==> src/rtl/uart_out_buffer.sv <==
// uart_out_buffer
//   A byte FIFO feeding an 8N1 UART serializer. The core pushes bytes with
//   wr_en/wr_data. When the FIFO is full, a write is dropped and the sticky
//   overflow flag is set. The serializer pops one byte whenever it is idle and
//   the FIFO is non-empty, then shifts it out LSB first.
//
// Ports
//   clk      : single clock, rising edge
//   rstn     : asynchronous active-low reset
//   wr_en    : push request
//   wr_data  : byte to push
//   full     : FIFO holds DEPTH entries (registered)
//   empty    : FIFO holds no entries (registered)
//   count    : FIFO occupancy, DEPTH_LOG2+1 bits
//   overflow : sticky, a write was dropped since reset
//   busy     : serializer is not idle
//   txd      : serial line, idle high, registered
//
// Serializer states
//   state   | meaning
//   --------+-----------------------------------------------
//   S_IDLE  | line high, pops the head byte when FIFO non-empty
//   S_START | start bit (low) for one bit period
//   S_DATA  | 8 data bits, LSB first, one bit period each
//   S_STOP  | stop bit (high) for one bit period
module uart_out_buffer #(
    parameter int CLK_PER_HALF_BIT = 5208,
    parameter int DEPTH_LOG2       = 4
) (
    input  logic                  clk,
    input  logic                  rstn,
    input  logic                  wr_en,
    input  logic [7:0]            wr_data,
    output logic                  full,
    output logic                  empty,
    output logic [DEPTH_LOG2:0]   count,
    output logic                  overflow,
    output logic                  busy,
    output logic                  txd
);

    localparam int DEPTH      = 1 << DEPTH_LOG2;
    localparam int BIT_PERIOD = 2 * CLK_PER_HALF_BIT;
    localparam int CNT_W      = (BIT_PERIOD > 1) ? $clog2(BIT_PERIOD) : 1;
    localparam logic [CNT_W-1:0]    CNT_LAST   = CNT_W'(BIT_PERIOD - 1);
    localparam logic [DEPTH_LOG2:0] COUNT_FULL = (DEPTH_LOG2 + 1)'(DEPTH);

    typedef enum logic [1:0] {
        S_IDLE  = 2'd0,
        S_START = 2'd1,
        S_DATA  = 2'd2,
        S_STOP  = 2'd3
    } state_t;

    logic [7:0]            mem [DEPTH];
    logic [DEPTH_LOG2-1:0] head;
    logic [DEPTH_LOG2-1:0] tail;
    logic [DEPTH_LOG2:0]   count_n;
    logic                  wr_acc;
    logic                  pop;

    state_t                state;
    state_t                state_n;
    logic [CNT_W-1:0]      bit_cnt;
    logic [CNT_W-1:0]      bit_cnt_n;
    logic [2:0]            bit_idx;
    logic [2:0]            bit_idx_n;
    logic [7:0]            shreg;
    logic                  txd_n;

    // full is the registered flag, so a same-cycle pop never frees a slot
    // for a write that arrives while full.
    assign wr_acc = wr_en & ~full;
    assign busy   = (state != S_IDLE);

    always_ff @(posedge clk) begin
        if (wr_acc) begin
            mem[tail] <= wr_data;
        end
    end

    always_comb begin
        count_n = count;
        case ({wr_acc, pop})
            2'b10:   count_n = count + 1'b1;
            2'b01:   count_n = count - 1'b1;
            default: count_n = count;
        endcase
    end

    always_ff @(posedge clk or negedge rstn) begin
        if (!rstn) begin
            head     <= '0;
            tail     <= '0;
            count    <= '0;
            full     <= 1'b0;
            empty    <= 1'b1;
            overflow <= 1'b0;
        end else begin
            if (wr_acc) begin
                tail <= tail + 1'b1;
            end
            if (pop) begin
                head <= head + 1'b1;
            end
            count <= count_n;
            full  <= (count_n == COUNT_FULL);
            empty <= (count_n == '0);
            if (wr_en && full) begin
                overflow <= 1'b1;
            end
        end
    end

    // txd_n is derived from the current state and registered, so the line
    // trails the state by one cycle. Each level still lasts exactly one bit
    // period, and the single IDLE cycle appears as one extra high cycle
    // between frames.
    always_comb begin
        state_n   = state;
        bit_cnt_n = bit_cnt;
        bit_idx_n = bit_idx;
        pop       = 1'b0;
        txd_n     = 1'b1;
        case (state)
            S_IDLE: begin
                bit_cnt_n = '0;
                bit_idx_n = '0;
                if (!empty) begin
                    pop     = 1'b1;
                    state_n = S_START;
                end
            end
            S_START: begin
                txd_n = 1'b0;
                if (bit_cnt == CNT_LAST) begin
                    bit_cnt_n = '0;
                    state_n   = S_DATA;
                end else begin
                    bit_cnt_n = bit_cnt + 1'b1;
                end
            end
            S_DATA: begin
                txd_n = shreg[bit_idx];
                if (bit_cnt == CNT_LAST) begin
                    bit_cnt_n = '0;
                    bit_idx_n = bit_idx + 1'b1;
                    if (bit_idx == 3'd7) begin
                        state_n = S_STOP;
                    end
                end else begin
                    bit_cnt_n = bit_cnt + 1'b1;
                end
            end
            S_STOP: begin
                if (bit_cnt == CNT_LAST) begin
                    bit_cnt_n = '0;
                    state_n   = S_IDLE;
                end else begin
                    bit_cnt_n = bit_cnt + 1'b1;
                end
            end
            default: begin
                state_n = S_IDLE;
            end
        endcase
    end

    always_ff @(posedge clk or negedge rstn) begin
        if (!rstn) begin
            state   <= S_IDLE;
            bit_cnt <= '0;
            bit_idx <= '0;
            shreg   <= '0;
            txd     <= 1'b1;
        end else begin
            state   <= state_n;
            bit_cnt <= bit_cnt_n;
            bit_idx <= bit_idx_n;
            txd     <= txd_n;
            if (pop) begin
                shreg <= mem[head];
            end
        end
    end

endmodule

==> config.mk <==
export PLATFORM = sky130hd
export DESIGN_NAME = uart_out_buffer
export DESIGN_NICKNAME = d
export VERILOG_FILES = /design/src/rtl/uart_out_buffer.sv
export SDC_FILE = /design/constraint.sdc
export NUM_CORES = 1
export LEC_CHECK = 0
export BUFFER_PORTS_ARGS = -buffer_cell sky130_fd_sc_hd__buf_2
export CELL_PAD_IN_SITES_DETAIL_PLACEMENT = 1
export CELL_PAD_IN_SITES_GLOBAL_PLACEMENT = 1
export CORE_MARGIN = 2
export CORE_UTILIZATION = 57
export CTS_CLUSTER_DIAMETER = 60
export CTS_CLUSTER_SIZE = 12
export DETAILED_ROUTE_END_ITERATION = 10
export GPL_ROUTABILITY_DRIVEN = 0
export PLACE_DENSITY_LB_ADDON = 0.1
export SLEW_MARGIN = 0
export SYNTH_ARGS = -nofsm -noshare
export SYNTH_HDL_FRONTEND = slang
export SYNTH_SLANG_ARGS = --single-unit
==> constraint.sdc <==
create_clock -name clk -period 5.9 [get_ports clk]
set_input_delay 0.59 -clock clk [delete_from_list [all_inputs] [get_ports clk]]
set_output_delay 0.59 -clock clk [all_outputs]
set_load 0.005 [all_outputs]
### After elaboration in Yosys (flattened, before gate mapping)

Memory sizes are Yosys's and may differ from the RTL's. A register that Yosys moved wholly into a read port is not among the register bits.
Cells that the tools add are included.

* reduce and logical (&&, ||, !) cells: 9
* muxes and demuxes: 18
* equality and inequality tests: 13
* bitwise operators: 2
* $add $sub $neg: 6
* $lt $le $gt $ge: 1

Operators by type and width (number)
* case mux 14 bit (2 select lines): 1
* adder 14 x 1 -> 14 bit (second input constant): 1
* == test 14 bit (second input constant): 1
* two-way mux 14 bit: 1
* two-way mux 2 bit: 5
* != test 2 bit (second input constant): 5
* case mux 5 bit (2 select lines): 1
* adder 4 x 1 -> 4 bit (second input constant): 2
* case mux 2 bit (4 select lines): 1
* == test 2 bit (second input constant): 3
* case mux 3 bit (2 select lines): 1
* adder 5 x 1 -> 5 bit (second input constant): 1
* == test 5 bit (second input constant): 1
* zero test 5 bit: 1
* two-way mux 1 bit: 5
* AND reduction 5 bit: 1
* subtractor 5 x 1 -> 5 bit (second input constant): 1
* == test 2 x 1 -> 1 bit (second input constant): 2
* < comparator 3 x 4 -> 1 bit (second input constant): 1
* nonzero test 2 bit: 2
* adder 3 x 1 -> 3 bit (second input constant): 1
* binary-select mux 1 bit (select 3 bit): 1
* == test 3 bit (second input constant): 1
* two-way mux 3 bit: 1
* other kinds (8): 8

* output and inout port bits: 10
* memory bits (writable): 128
* logic and storage cells: 60
* memories: 1
* register bits after elaboration: 36
* input port bits: 11

Memory list
* mem: depth 16, bits a word 8, read ports 1, clocked after memory_dff 1, write ports 1, RTL line 55 `logic [7:0] mem [DEPTH];`

### Longest topological paths before layout

* depth after elaboration: 5
* depth in mapped cells: 12
* gate-level depth less buffers: 12

### Worst setup path after synthesis

Ideal clock, no wire load.

* kind: reg-to-reg
* start point: reg state[0]
* end point: reg full
* data required time: 5.812 ns
* data arrival time: 2.477 ns
* library setup time: 0.088 ns
* slack: 3.334 ns
* cell stages (with the launch flop): 11
* cell sequence: dfrtp_1 inv_1 ha_1 nand2b_1 clkinv_1 ha_1 clkbuf_1 or4b_2 a21oi_1 nor3b_1 nor3b_1

* cells in the longest elaborated chain, start to end: 5
* elaborated cells on any way between the ends: 6

RTL lines
* from (decl): RTL line 62 `state_t state;`
* from (signal assigned): RTL line 177 `state <= state_n;`
* zero test 2 bit (*): RTL line 125 `case (state)`
* two-way mux 1 bit (*): RTL line 125
* == test 2 x 1 -> 1 bit / == test 2 bit (equally long branches): RTL line 84 `case ({wr_acc, pop})`
* case mux 5 bit (2 select lines) (*): RTL line 84
* == test 5 bit (*): RTL line 107 `full <= (count_n == COUNT_FULL);`
* to (signal assigned): RTL line 107
* to (decl): RTL line 34 `output logic full,`

Mark *: on every way between the ends. The rest lies on a longest branch, timed or not.
A chain may end at the register's enable or synchronous reset.

### Final worst setup path

* start point: reg state[1]
* end point: reg full

The elaborated chain is that of the path after synthesis.

==> metrics.md <==
| Metric | Value |
|---|---|
| Status | `finished clean` |
| Root Driver | `clkbuf_16` |
| Worst-path cell chain | `inv_1, ha_1, nand2b_1, clkinv_1, nand2_1, xnor2_1, ha_1, or4b_2, a21oi_1, nor3b_1, nor3b_1` |
| Area of the multi-input gates | `2210 um^2` |
| Tmin final | `3730 ps` |
| Distinct cells, synth | `48` |
| Rel. slew slack | `33.5%` |
| First-pass GRT wire length | `23100 um` |
| Initial antenna violation count | `0` |
| Static leakage | `2.88 nW` |
| Sink Count | `172` |
| Dominant cells by area after synthesis | `edfxtp_1 53%, dfrtp_1 14%, mux4_2 8.0%, mux4_1 2.9%, ha_1 2.7%` |
| Synth Area in Compound Gates | `3.84%` |
| Area growth from synthesis to layout | `10.7%` |
| CP Data Arrival Time | `4060 ps` |
| Logic pwr share | `29.3%` |
| Die Footprint | `13700 um^2` |
| # rows | `41` |
| CP bufs+invs | `2` |
| Max-slew violations | `0` |
| CP max stage delay | `650 ps` |
| Worst vdd ir | `0.312 mV` |
| Proportion of layout cells with a drive suffix above 1 | `20.9%` |
| Final worst setup slack | `2170 ps` |
| Dpl hpwl | `9360 um` |
| R2R depth | `11` |
| NetSw | `1.27 mW` |
| FF-to-FF setup slack | `2170 ps` |
| Dominant cell type by area after synthesis | `edfxtp_1` |
| Largest net degree at the start of global routing | `45` |
| Starting Density | `58.1%` |
| CTS buffer count | `17` |
| Top Ports | `21` |
| Core Util, Final | `64.3%` |
| Register area | `4950 um^2` |
| Sequential fraction of design power | `44.1%` |
| GR Layer Usage met2 | `38.0%` |
| Mapped Nets | `464` |
| Worst Setup End Kind | `flop` |
| Post-synthesis sequential area ratio | `67.8%` |
| Total Routed Length | `14700 um` |
| CTS tree | `done` |
| Clock transition at the registers of the reported paths | `60 ps` |
| P per Cell Area | `485 nW/um^2` |
| Port Buf Inserts | `20` |
| Fin crit share | `63.2%` |
| Largest family of logic cells by synthesized area | `multiplexers` |
| Iteration-0 DRC Markers | `330` |
| Skew-Pair Late Insertion Delay | `430 ps` |
| Vias | `3854` |
| Synth async-reset ratio | `25.6%` |
| Die height | `117 um` |
| Vias in the first global route | `3963` |
| RSZ-0062 raised after global routing | `no` |
| Fmax | `268 MHz` |
| Clock share of power | `26.7%` |
| Routed Antenna Nets | `0` |
| # setup viols final | `0` |
| Top-area cell type share of the netlist area | `52.6%` |
| Stages on the worst setup path | `11` |
| Diodes inserted | `0` |
| Total GRT Usage | `24.0%` |
| Max-Cap Viols | `0` |
| Clock Tree Buf Depth | `2` |
| Nets | `483` |
| CP top delay family | `simple AND/OR/NAND/NOR gates` |
| Synthesized area | `7300 um^2` |
| Skew final | `14.6 ps` |
| Mapped Cells | `437` |
| Die W | `117 um` |
| Ys Warns | `0` |
| Worst hold path type | `in2async` |
| Busiest grt layer | `met2` |
| CP startpoint kind | `flop` |
| Post-synth EDFFs | `128` |
| Hold violation count in the final report | `0` |
| Synthesized area per cell | `16.7 um^2` |
| Post-synthesis simple-gate area fraction | `7.04%` |
| Post-Synth Adder-Cell Area | `2.74%` |
| Core area | `12600 um^2` |
| Critical-path top delay cell | `nand2b_1` |
| Drt drc | `0` |
| Int Pwr | `2.64 mW` |
| DR WL/cell | `23.0 um` |
| Post-synthesis mux area share | `14.1%` |
| Final TNS setup | `0 ps` |
| Synth Flop Type | `edfxtp_1` |
| XOR/XNOR share of the synthesized area | `2.28%` |
| Setup repair bufs after CTS | `0` |
| GRT met3 Usage | `5.82%` |
| M1 GR Usage | `32.6%` |
| Most common cell after layout, fill and taps aside | `edfxtp_1` |
| Commonest cells after routing, fill and taps aside | `128 x edfxtp_1, 40 x dfrtp_1, 26 x mux4_2, 26 x nor2_1, 22 x nand2_1` |
| Grt total ovfl | `0` |
| FILL cells | `1095` |
| Post-CTS Hold Fix Bufs | `0` |
| Post-CTS sizing | `0` |
| Setup WS pre-CTS | `2230 ps` |
| Required time worst endpoint | `6240 ps` |
| Detailed Routing Iterations Pass 1 | `4` |
| Critical path type | `reg2reg` |
| Worst Path Max Fanout | `22` |
| #FFs+latches synth | `172` |
| CTS H-tree lvls | `4` |
| Sw frac | `32.5%` |
| Worst-Margin Slew | `997 ps` |
| Routed vias/inst | `6.02` |
==> path summary, 6_finish.rpt <==
| check | start | end |
|---|---|---|
| max | state[1] | full |
| min | rstn | count[4] |
| min in group clk | wr_en | overflow |
| max in group asynchronous | rstn | head[0] |
| max reg2reg | state[1] | full |
| min reg2reg | overflow | overflow |
==> power by group through the flow <==
stage               sequential, mW  clock (mW)  combinational (mW)
global placement              1.73           0                1.10
CTS                           1.73        1.07                1.16
floorplan                     1.60           0               0.971
finish                        1.73        1.05                1.15
global route                  1.76        1.12                1.26
detailed placement            1.75           0                1.15
==> Yosys cell counts (2+ instances only) <==
library cell / n
a221oi_1: 2
and3_1: 4
mux2_2: 12
ha_1: 16
and4_1: 2
nor4bb_1: 2
mux4_2: 26
buf_1: 3
dfstp_2: 2
a21oi_1: 9
nor2b_1: 2
mux2i_1: 10
and2_1: 2
a221o_1: 8
edfxtp_1: 128
nor3_1: 13
nand2_1: 22
inv_1: 11
mux4_1: 8
nor2_1: 26
nor3b_1: 3
xnor2_1: 12
clkbuf_1: 13
nand3_1: 4
or3_1: 4
nand2b_1: 6
o211ai_1: 2
buf_2: 3
buf_6: 2
o21ai_0: 9
nand4_1: 7
xor2_1: 7
dfrtp_1: 42
==> cell families after synthesis <==
family                     Yosys count
muxes                               56
adders and majority gates           16
buffers and inverters               34
AOI/OAI and AO/OA                   39
DFF                                172
and+or+nand+nor                    101
xor gates and xnor gates            19
==> state kept, by name, summed over array words and instances, names as in the netlist <==
register and cells:
bit_cnt 14, bit_idx 3, count 5, empty 1, full 1, head 4
mem 128, overflow 1, shreg 8, state 2, tail 4, txd 1
==> stage by stage <==
step | cells | power, mW | area (um^2) | hold slack [ps]
2_1_floorplan | 437 | 2.57 | 7300 | 294
3_3_place_gp | 609 | 2.84 | 7540 | 436
3_5_place_dp | 609 | 2.90 | 7540 | 452
4_1_cts | 640 | 3.96 | 8080 | 352
5_1_grt | 640 | 4.13 | 8080 | 367
6_report | 640 | 3.92 | 8080 | 332
==> area by class of cell <==
cell class | instances | share of cell area [%]
Inverter | 12 | 0.557
Multi-Input combinational cell | 231 | 27.4
Timing Repair Buffer | 22 | 1.42
Clock inverter | 12 | 1.39
Clock buffer | 19 | 5.36
Tap cell | 172 | 2.66
Sequential cell | 172 | 61.2
==> per-layer routing <==
metal	up-vias	share of wire [%]
li1	1749	-
met1	2007	43
met2	88	51
met3	10	4.4
met4	0	1.6
met5	-	0
==> worst register-to-register path, cell delays in order (launching register included) <==
cell and delay (ps):
dfrtp_1 400, inv_1 100, ha_1 280, nand2b_1 650, clkinv_1 500, nand2_1 260
xnor2_1 150, ha_1 290, or4b_2 620, a21oi_1 140, nor3b_1 80, nor3b_1 190
Note: power is estimated with default switching activity, not from simulation.
